File: config.mk
export PLATFORM = sky130hd
export DESIGN_NAME = sensor_acq_sequencer
export DESIGN_NICKNAME = d
export VERILOG_FILES = /design/src/rtl/sensor_acq_sequencer.sv
export SDC_FILE = /design/constraint.sdc
export NUM_CORES = 1
export LEC_CHECK = 0
export ABC_CLOCK_PERIOD_IN_PS = 2170
export CORE_MARGIN = 2
export CORE_UTILIZATION = 50
export CTS_CLUSTER_DIAMETER = 40
export CTS_CLUSTER_SIZE = 10
export DETAILED_ROUTE_END_ITERATION = 10
export PLACE_DENSITY = 0.74
export SYNTH_ARGS = -nofsm -noshare
export SYNTH_HDL_FRONTEND = slang
export SYNTH_SLANG_ARGS = --single-unit
export TNS_END_PERCENT = 1
File: constraint.sdc
create_clock -name clk -period 2.17 [get_ports clk]
set_input_delay 0.3255 -clock clk [delete_from_list [all_inputs] [get_ports clk]]
set_output_delay 0.3255 -clock clk [all_outputs]
set_load 0.02 [all_outputs]
File: src/rtl/sensor_acq_sequencer.sv
// Per-trigger sequencer: staggered start pulses to enabled sensors, done-edge capture, watchdog and status.
// Latency: first start pulse 2 cycles after trigger; trigger while busy is dropped and flagged as overrun.
module sensor_acq_sequencer #(
    parameter int N_SENSORS = 10,
    parameter int CNT_W     = 16
) (
    input  logic                 clk,
    input  logic                 rst,
    input  logic                 trigger,
    input  logic [N_SENSORS-1:0] en_bits,
    input  logic [CNT_W-1:0]     stagger,
    input  logic [CNT_W-1:0]     timeout,
    input  logic [N_SENSORS-1:0] done_in,
    input  logic                 clear_overrun,
    output logic [N_SENSORS-1:0] start_out,
    output logic                 busy,
    output logic                 seq_done,
    output logic                 all_done,
    output logic [N_SENSORS-1:0] timeout_flags,
    output logic [CNT_W-1:0]     seq_cycles,
    output logic                 overrun
);

    localparam int IDX_W = $clog2(N_SENSORS + 1);

    typedef enum logic [1:0] {IDLE, LAUNCH, WAIT, FINISH} state_t;

    state_t               state_q;
    logic [N_SENSORS-1:0] en_lat_q;
    logic [N_SENSORS-1:0] started_q;
    logic [N_SENSORS-1:0] done_lat_q;
    logic [N_SENSORS-1:0] done_in_q;
    logic [CNT_W-1:0]     gap_q;
    logic [CNT_W-1:0]     elapsed_q;
    logic [CNT_W-1:0]     stagger_lat_q;
    logic [CNT_W-1:0]     timeout_lat_q;
    logic [IDX_W-1:0]     idx_q;

    logic [N_SENSORS-1:0] start_out_q;
    logic                 busy_q;
    logic                 seq_done_q;
    logic                 all_done_q;
    logic [N_SENSORS-1:0] timeout_flags_q;
    logic [CNT_W-1:0]     seq_cycles_q;
    logic                 overrun_q;

    logic [N_SENSORS-1:0] done_lat_d;
    logic [CNT_W-1:0]     elapsed_d;
    logic [N_SENSORS-1:0] cand;
    logic [N_SENSORS-1:0] pick;
    logic [IDX_W-1:0]     pick_idx;
    logic                 pick_vld;
    logic                 wd_expired;
    logic                 go_finish;

    always_comb begin
        // Done edges only count for slots that have already been started.
        done_lat_d = done_lat_q | (done_in & ~done_in_q & started_q);
        elapsed_d  = (&elapsed_q) ? elapsed_q : elapsed_q + CNT_W'(1);
        wd_expired = (timeout_lat_q != '0) && (elapsed_q == timeout_lat_q);
        go_finish  = ((state_q == LAUNCH) || (state_q == WAIT)) &&
                     (wd_expired || ((state_q == WAIT) && (done_lat_q == en_lat_q)));

        cand     = '0;
        pick     = '0;
        pick_idx = '0;
        pick_vld = 1'b0;
        for (int i = 0; i < N_SENSORS; i++) begin
            cand[i] = en_lat_q[i] & ~started_q[i] & (IDX_W'(i) >= idx_q);
        end
        for (int i = N_SENSORS - 1; i >= 0; i--) begin
            if (cand[i]) begin
                pick     = '0;
                pick[i]  = 1'b1;
                pick_idx = IDX_W'(i);
                pick_vld = 1'b1;
            end
        end
    end

    always_ff @(posedge clk) begin
        if (rst) begin
            state_q         <= IDLE;
            en_lat_q        <= '0;
            started_q       <= '0;
            done_lat_q      <= '0;
            done_in_q       <= '0;
            gap_q           <= '0;
            elapsed_q       <= '0;
            stagger_lat_q   <= '0;
            timeout_lat_q   <= '0;
            idx_q           <= '0;
            start_out_q     <= '0;
            busy_q          <= 1'b0;
            seq_done_q      <= 1'b0;
            all_done_q      <= 1'b0;
            timeout_flags_q <= '0;
            seq_cycles_q    <= '0;
            overrun_q       <= 1'b0;
        end else begin
            start_out_q <= '0;
            seq_done_q  <= 1'b0;
            done_in_q   <= done_in;

            if (trigger && (state_q != IDLE)) begin
                overrun_q <= 1'b1;
            end else if (clear_overrun) begin
                overrun_q <= 1'b0;
            end

            case (state_q)
                IDLE: begin
                    if (trigger && (en_bits != '0)) begin
                        state_q         <= LAUNCH;
                        busy_q          <= 1'b1;
                        en_lat_q        <= en_bits;
                        started_q       <= '0;
                        done_lat_q      <= '0;
                        timeout_flags_q <= '0;
                        all_done_q      <= 1'b0;
                        elapsed_q       <= '0;
                        idx_q           <= '0;
                        gap_q           <= '0;
                        stagger_lat_q   <= stagger;
                        timeout_lat_q   <= timeout;
                    end
                end
                LAUNCH, WAIT: begin
                    done_lat_q <= done_lat_d;
                    elapsed_q  <= elapsed_d;
                    if (go_finish) begin
                        state_q      <= FINISH;
                        seq_done_q   <= 1'b1;
                        seq_cycles_q <= elapsed_d;
                        all_done_q   <= (done_lat_d == en_lat_q);
                        if (wd_expired) begin
                            timeout_flags_q <= en_lat_q & ~done_lat_d;
                        end
                    end else if (state_q == LAUNCH) begin
                        if (gap_q != '0) begin
                            gap_q <= gap_q - CNT_W'(1);
                        end else if (pick_vld) begin
                            start_out_q <= pick;
                            started_q   <= started_q | pick;
                            idx_q       <= pick_idx + IDX_W'(1);
                            gap_q       <= stagger_lat_q;
                        end else begin
                            state_q <= WAIT;
                        end
                    end
                end
                FINISH: begin
                    state_q <= IDLE;
                    busy_q  <= 1'b0;
                end
                default: state_q <= IDLE;
            endcase
        end
    end

    assign start_out     = start_out_q;
    assign busy          = busy_q;
    assign seq_done      = seq_done_q;
    assign all_done      = all_done_q;
    assign timeout_flags = timeout_flags_q;
    assign seq_cycles    = seq_cycles_q;
    assign overrun       = overrun_q;

endmodule
==> results of run 1 <==
==> layer usage <==
| layer | wire (µm) | up-vias | track usage [%] |
|---|---|---|---|
| met1 | 10000 | 3710 | 36.9 |
| met3 | 1410 | 28 | 5.27 |
| met2 | 10600 | 296 | 46.5 |
| li1 | - | 3736 | - |
| met4 | 332 | 0 | 8.99 |
| met5 | 0 | - | 0 |
==> area by class of cell <==
class	instances	area [µm²]	share of cell area, %
multi-input combinational	698	4240	41.4
clock buffer	22	494	4.82
sequential	150	3020	29.4
timing repair buffer	222	1960	19.1
tap	184	230	2.25
clock inverter	10	190	1.86
inverter	31	116	1.14
==> path summary, 6_finish.rpt <==
kind | startpoint | endpoint | cells after the start
worst max-delay path | idx_q[2] | gap_q[10] | 8
worst min-delay path | rst | busy | 2
worst max register to register | idx_q[2] | gap_q[10] | 8
worst min register to register | stagger_lat_q[14] | stagger_lat_q[14] | 2
==> layout by cell type (no fill, tap or decap), types with 4 or more instances in the layout <==
cell type        instances
nor4_1                  10
nor2b_1                 15
nor4_2                   6
inv_1                   31
a211oi_1                 4
a311oi_1                 4
o21ai_1                  8
clkdlybuf4s50_1         94
a21oi_1                110
nand4_1                 37
buf_4                  122
bufinv_16                5
clkbuf_8                 5
ha_1                    19
a21o_1                   4
nor2_1                  60
o31ai_1                  5
buf_12                   4
or3_1                    4
clkbuf_16               17
xor2_1                   9
a31oi_1                 16
dfxtp_1                145
nand2_1                135
o21ai_0                 63
a22oi_1                  5
and2_1                   4
nand3_1                 40
xnor2_1                 31
o32ai_1                  4
nor3_1                  27
and3_1                   6
==> logic make-up (layout without fill, tap and decap cells) <==
family / after synthesis / count (layout) / share of synthesized area [%]
xor gates and xnor gates: 41 / 41 / 4.77
DFF: 150 / 150 / 39.9
AOI/OAI and AO/OA: 259 / 259 / 21.0
buffers and inverters: 94 / 285 / 5.42
muxes: 5 / 5 / 0.698
adders and majority gates: 19 / 19 / 3.16
and+or+nand+nor: 374 / 374 / 25.1
==> state kept, by name, indices dropped and copies added (netlist names) <==
signal         flops
gap_q             16
en_lat_q          10
state_q            2
busy               1
timeout_flags     10
started_q         10
elapsed_q         16
timeout_lat_q     16
start_out         10
done_in_q         10
stagger_lat_q     16
overrun            1
idx_q              4
seq_done           1
all_done           1
done_lat_q        10
seq_cycles        16
==> power by group <==
| group | internal, mW | switching (mW) | total [mW] |
|---|---|---|---|
| sequential | 3.13 | 0.351 | 3.48 |
| combinational | 3.46 | 4.81 | 8.27 |
| clock | 2.20 | 1.19 | 3.39 |
| total | 8.79 | 6.35 | 15.1 |
==> worst max-delay path: cells and delay by family, from the launching register on <==
| kind | cells | cell delay [ns] |
|---|---|---|
| AOI/OAI and AO/OA | 5 | 1.16 |
| buffers and inverters | 2 | 0.32 |
| DFF | 1 | 0.37 |
| and+or+nand+nor | 1 | 0.16 |
==> what timing repair did <==
action | CTS | global route
pin swaps | 0 | 7
setup endpoints to repair | 15 | 62
setup buffers | 0 | 2
resized for setup | 6 | 21
==> stage by stage <==
| stage | setup WS [ns] | util (%) | setup TNS (ns) | power (mW) |
|---|---|---|---|---|
| 2_1_floorplan | 0.0991 | - | 0 | 8.38 |
| 3_3_place_gp | -0.285 | 64.3 | -24.50 | 11.4 |
| 3_5_place_dp | -0.323 | 64.3 | -23.08 | 11.4 |
| 4_1_cts | 0.0143 | 69.1 | 0 | 14.9 |
| 5_1_grt | -0.0820 | 70.0 | -0.660 | 16.0 |
| 6_report | 0.0298 | 70.0 | 0 | 15.1 |
==> results.tsv, run 1 <==
metric	value	unit
status	complete, no violations	
ys_warn_count	0	
layout-drive-gt1-share	18.3	%
vdd_ir_drop_max	1.37	mV
diodes	0	
whs	0.293	ns
rsz0062_at_grt	yes	
cts_htree_levels	4	
cp-end-kind	register	
dieArea	0.0161	mm²
numCtsBuffers	17	
clock.fmax	467	MHz
gp_congestion	0.924	
syn_to_final_growth	36.1	%
clock_skew	0.00695	ns
ys_async_sr_fraction	0	%
crit_path_frequent_cell	buf_4	
yosys-top-cells-count	150 x dfxtp_1, 135 x nand2_1, 112 x a21oi_1	
cts_tree	done	
maxCapViolCount	0	
syn_area_per_cell	7.99	µm²
required	2.49	ns
ys_seq_area_share	39.9	%
clk_pin_slew	0.06	ns
grt_max_degree	60	
ys_types	75	
synth_fp_nets	1017	
crit_fanout	8	
clockBufferDepth	2	
yosys-top-cells-area	dfxtp_1 40%, a21oi_1 7.4%, nand2_1 6.7%	
vias	7770	
drv_slew	0	
slew_headroom	58.5	%
worst_pin_slew	0.622	ns
rrSetupSlack	0.03	ns
synth_largest_area_cell	dfxtp_1	
drt-wirelength-per-cell	17.0	µm
drt-total-wl	22400	µm
die_y	127	µm
p_per_area	1480	mW/mm²
die_w	127	µm
synth-edff-count	0	
antenna_found_initial	0	
power.leakage	3.84	nW
dpl_cell_area	0.00942	mm²
synth.most_common_cell	dfxtp_1	
grt-ovfl-total	0	
dpl.cell_count	1283	
io_pins	96	
grt_pass1_wl	36100	µm
setup_viol	0	
root_buffer	clkbuf_16	
fillers	1161	
hold_buffers	0	
cpPeakStageDelay	0.40	ns
drt_first_pass_iters	6	
drt_iter0_drc	867	
clock-sinks	150	
fin_crit	2.14	ns
start_util	51.4	%
slowest_stage	a211oi_1	
final_cells	1317	
clock_latency	0.43	ns
grt_pass1_vias	7318	
antenna_left	0	
viasPerCell	5.90	
hold_viol	0	
rows	44	
syn_area	0.00753	mm²
worstPathArrival	2.46	ns
crit_chain	a211oi_1, a32oi_2, nand4_4, buf_4, o31ai_4, buf_4, a311o_1, a32o_1	
route.detailed.drc	0	
synth_top_area_share	39.9	%
synth_top_flop_cell	dfxtp_1	
io_buffers	95	
period_share	98.6	%
hp-class	input pin to register	
start_kind	register	
synth-seq-cells	150	
grtUsageTotal	27.9	%
coreArea	0.0146	mm²
nets	1195	
hpwl	15700	µm
design_area	0.0102	mm²
path_class	register to register	
syn_inst	942	
Power figures use the tool's default switching activity.
==> run 2, diff against run 1 <==
ABC_CLOCK_PERIOD_IN_PS = 1800   (was 2170)
CTS_CLUSTER_SIZE = 16   (was 10)
clock period = 1.8 ns   (was 2.17 ns; I/O delays follow)
==> run 2 against run 1 <==
  * The run now ends with setup timing left
  * Clock-buffer cell count is 1 higher
  * Clock skew increased by 0.0057 ns
  * Clock power is 12% higher
  * Setup slack worse by 0.35 ns
  * Non-clock buffer count rose by 94
  * Sequential power increased by 20%
  * Global-route usage grew 2.8 points
  * Combinational power grew 46%
  * Critical endpoint is now gap_q[4]
==> results.tsv, run 2 (synthesis gave the netlist of run 1 again) <==
metric	value	unit	change
final_cells	1410		was 1317
drv_slew	0		unchanged
internal-power	11.7	mW	was 8.79 mW
fillers	994		was 1161
grt_max_degree	102		was 60
start_util	51.4	%	unchanged
coreArea	0.0146	mm²	unchanged
rrSetupSlack	-0.32	ns	was 0.03 ns
antenna_found_initial	0		unchanged
dieArea	0.0161	mm²	unchanged
path_class	register to register		unchanged
clk_pin_slew	0.06	ns	about the same
worst_pin_slew	0.471	ns	was 0.622 ns
drt_first_pass_iters	5		was 6
p_seq_share	20.8	%	was 23.0%
rsz0062_at_grt	yes		unchanged
drt-wirelength-per-cell	17.2	µm	was 17.0 µm
layout_commonest_cell	buf_4		was dfxtp_1
cts_tree	done		unchanged
reg2reg_to	gap_q[4]		was gap_q[10]
p_per_area	1780	mW/mm²	was 1480 mW/mm²
totalPowerFinal	20.0	mW	was 15.1 mW
drt-total-wl	24300	µm	was 22400 µm
crit_chain	or4_4, nor2_8, nand2_4, buf_6, o31ai_4, buf_6, o31ai_1, a21oi_1		was a211oi_1, a32oi_2, nand4_4, buf_4, o31ai_4, buf_4, a311o_1, a32o_1
vdd_ir_drop_max	1.39	mV	was 1.37 mV
syn_to_final_growth	49.4	%	was 36.1%
final_cell_mix	205 x buf_4, 133 x nand2_1, 128 x dfxtp_1		was 145 x dfxtp_1, 135 x nand2_1, 122 x buf_4
viasPerCell	5.84		was 5.90
cts_htree_levels	4		unchanged
numCtsBuffers	17		unchanged
root_buffer	clkbuf_16		unchanged
r2r_cells	8		unchanged
status	finished, violations left		was complete, no violations
antenna_left	0		unchanged
required	2.15	ns	was 2.49 ns
setup_viol	82		was 0
diodes	0		unchanged
utilization	76.8	%	was 70.0%
cp-end-kind	register		unchanged
min_path_cells	3		was 2
hold-path-endpoint	en_lat_q[0]		was busy
nets	1289		was 1195
crit_path_frequent_cell	buf_6		was buf_4
io_pins	96		unchanged
rows	44		unchanged
layout-drive-gt1-share	28.2	%	was 18.3%
regToRegStartpoint	gap_q[11]		was idx_q[2]
crit_fanout	6		was 8
hold_viol	0		unchanged
violations	setup timing		
grt_pass1_vias	8057		was 7318
io_buffers	95		unchanged
vias	8232		was 7770
slowest_stage	or4_4		was a211oi_1
pwr-share-clk	19.0	%	was 22.4%
grt-ovfl-total	0		unchanged
fin_ws	-0.319	ns	was 0.0298 ns
drt_iter0_drc	775		was 867
dpl.cell_count	1369		was 1283
clock_skew	0.0126	ns	was 0.00695 ns
cpPeakStageDelay	0.58	ns	was 0.40 ns
switchingPower	8.36	mW	was 6.35 mW
hpwl	16800	µm	was 15700 µm
maxCapViolCount	0		unchanged
comb_power_share	60.2	%	was 54.6%
period_share	118	%	was 98.6%
swShare	41.7	%	was 42.0%
gp_congestion	0.975		was 0.924
die_w	127	µm	unchanged
die_y	127	µm	unchanged
grt_pass1_wl	39600	µm	was 36100 µm
clockBufferDepth	2		unchanged
route.detailed.drc	0		unchanged
grtUsageTotal	30.7	%	was 27.9%
start_kind	register		unchanged
clock-sinks	150		unchanged
fin_crit	2.12	ns	was 2.14 ns
timing.setup.tns	-13.51	ns	was 0 ns
worstPathArrival	2.47	ns	was 2.46 ns
power.leakage	4.41	nW	was 3.84 nW
hp-class	input pin to register		unchanged
clock_latency	0.44	ns	was 0.43 ns
clock.fmax	472	MHz	was 467 MHz
hold_start	en_bits[0]		was rst
slew_headroom	68.4	%	was 58.5%
hold_buffers	0		unchanged
==> run 2: what timing repair did <==
item,4_1_cts,5_1_grt
hold endpoints to repair,0,0
gates cloned,1,0
endpoints found under the setup margin,105,136
gates resized for setup,74,45
pin swaps,37,19
buffers inserted,10,1
==> run 2: worst max path at each step <==
stage          startpoint        end  slack [ns]  cells past startpoint
2_1_floorplan    idx_q[3]   idx_q[0]       -0.14                      8
3_3_place_gp   en_bits[2]  gap_q[13]       -0.62                     10
3_5_place_dp   en_bits[2]  gap_q[13]       -0.67                     10
4_1_cts         gap_q[11]   gap_q[4]       -0.24                      8
5_1_grt          gap_q[4]  gap_q[12]       -0.36                      7
6_report        gap_q[11]   gap_q[4]       -0.32                      8
==> run 2: metal layers <==
layer	share of wire [%]	track usage [%]	vias up
met3	7.4	6.20	49
met5	0	0	-
met4	2.1	10.9	0
met1	42	39.5	3914
met2	49	51.5	345
li1	-	-	3924
==> run 2: critical path: cells and delay by family, from the launching register on <==
family / cells / cell delay [ns]
simple gates: 3 / 0.78
compound gates: 3 / 0.62
buf+inv: 2 / 0.32
flops: 1 / 0.32
==> run 2: per-stage QoR <==
stage / area (µm²) / hold WS (ns) / setup slack (ns)
2_1_floorplan: 7590 / 0.398 / -0.141
3_3_place_gp: 10100 / 0.441 / -0.623
3_5_place_dp: 10100 / 0.449 / -0.668
4_1_cts: 11100 / 0.250 / -0.240
5_1_grt: 11200 / 0.167 / -0.361
6_report: 11200 / 0.135 / -0.319
==> run 2: final cells by class <==
type                            instances  area (µm²)  share of cell area (%)
Clock buffer                           23         478                    4.25
Clock inverter                          8         146                    1.30
Inverter                               31         116                    1.03
Multi-Input combinational cell        698        4500                    40.0
Sequential cell                       150        3040                    27.0
Tap cell                              184         230                    2.05
Timing Repair Buffer                  316        2740                    24.3
==> run 2: power by group through the flow <==
stage / clock network [mW] / registers (mW) / logic (mW)
6_report: 3.81 / 4.17 / 12.1
5_1_grt: 3.97 / 4.22 / 13.0
4_1_cts: 3.83 / 4.15 / 11.4
3_5_place_dp: 0 / 4.18 / 10.5
3_3_place_gp: 0 / 4.17 / 10.3
2_1_floorplan: 0 / 4.20 / 6.07
==> run 3, diff against run 2 <==
HOLD_SLACK_MARGIN = 0.12   (was default)
==> results of run 3 <==
The final DEF is identical to that of run 2; final timing and power are the same.
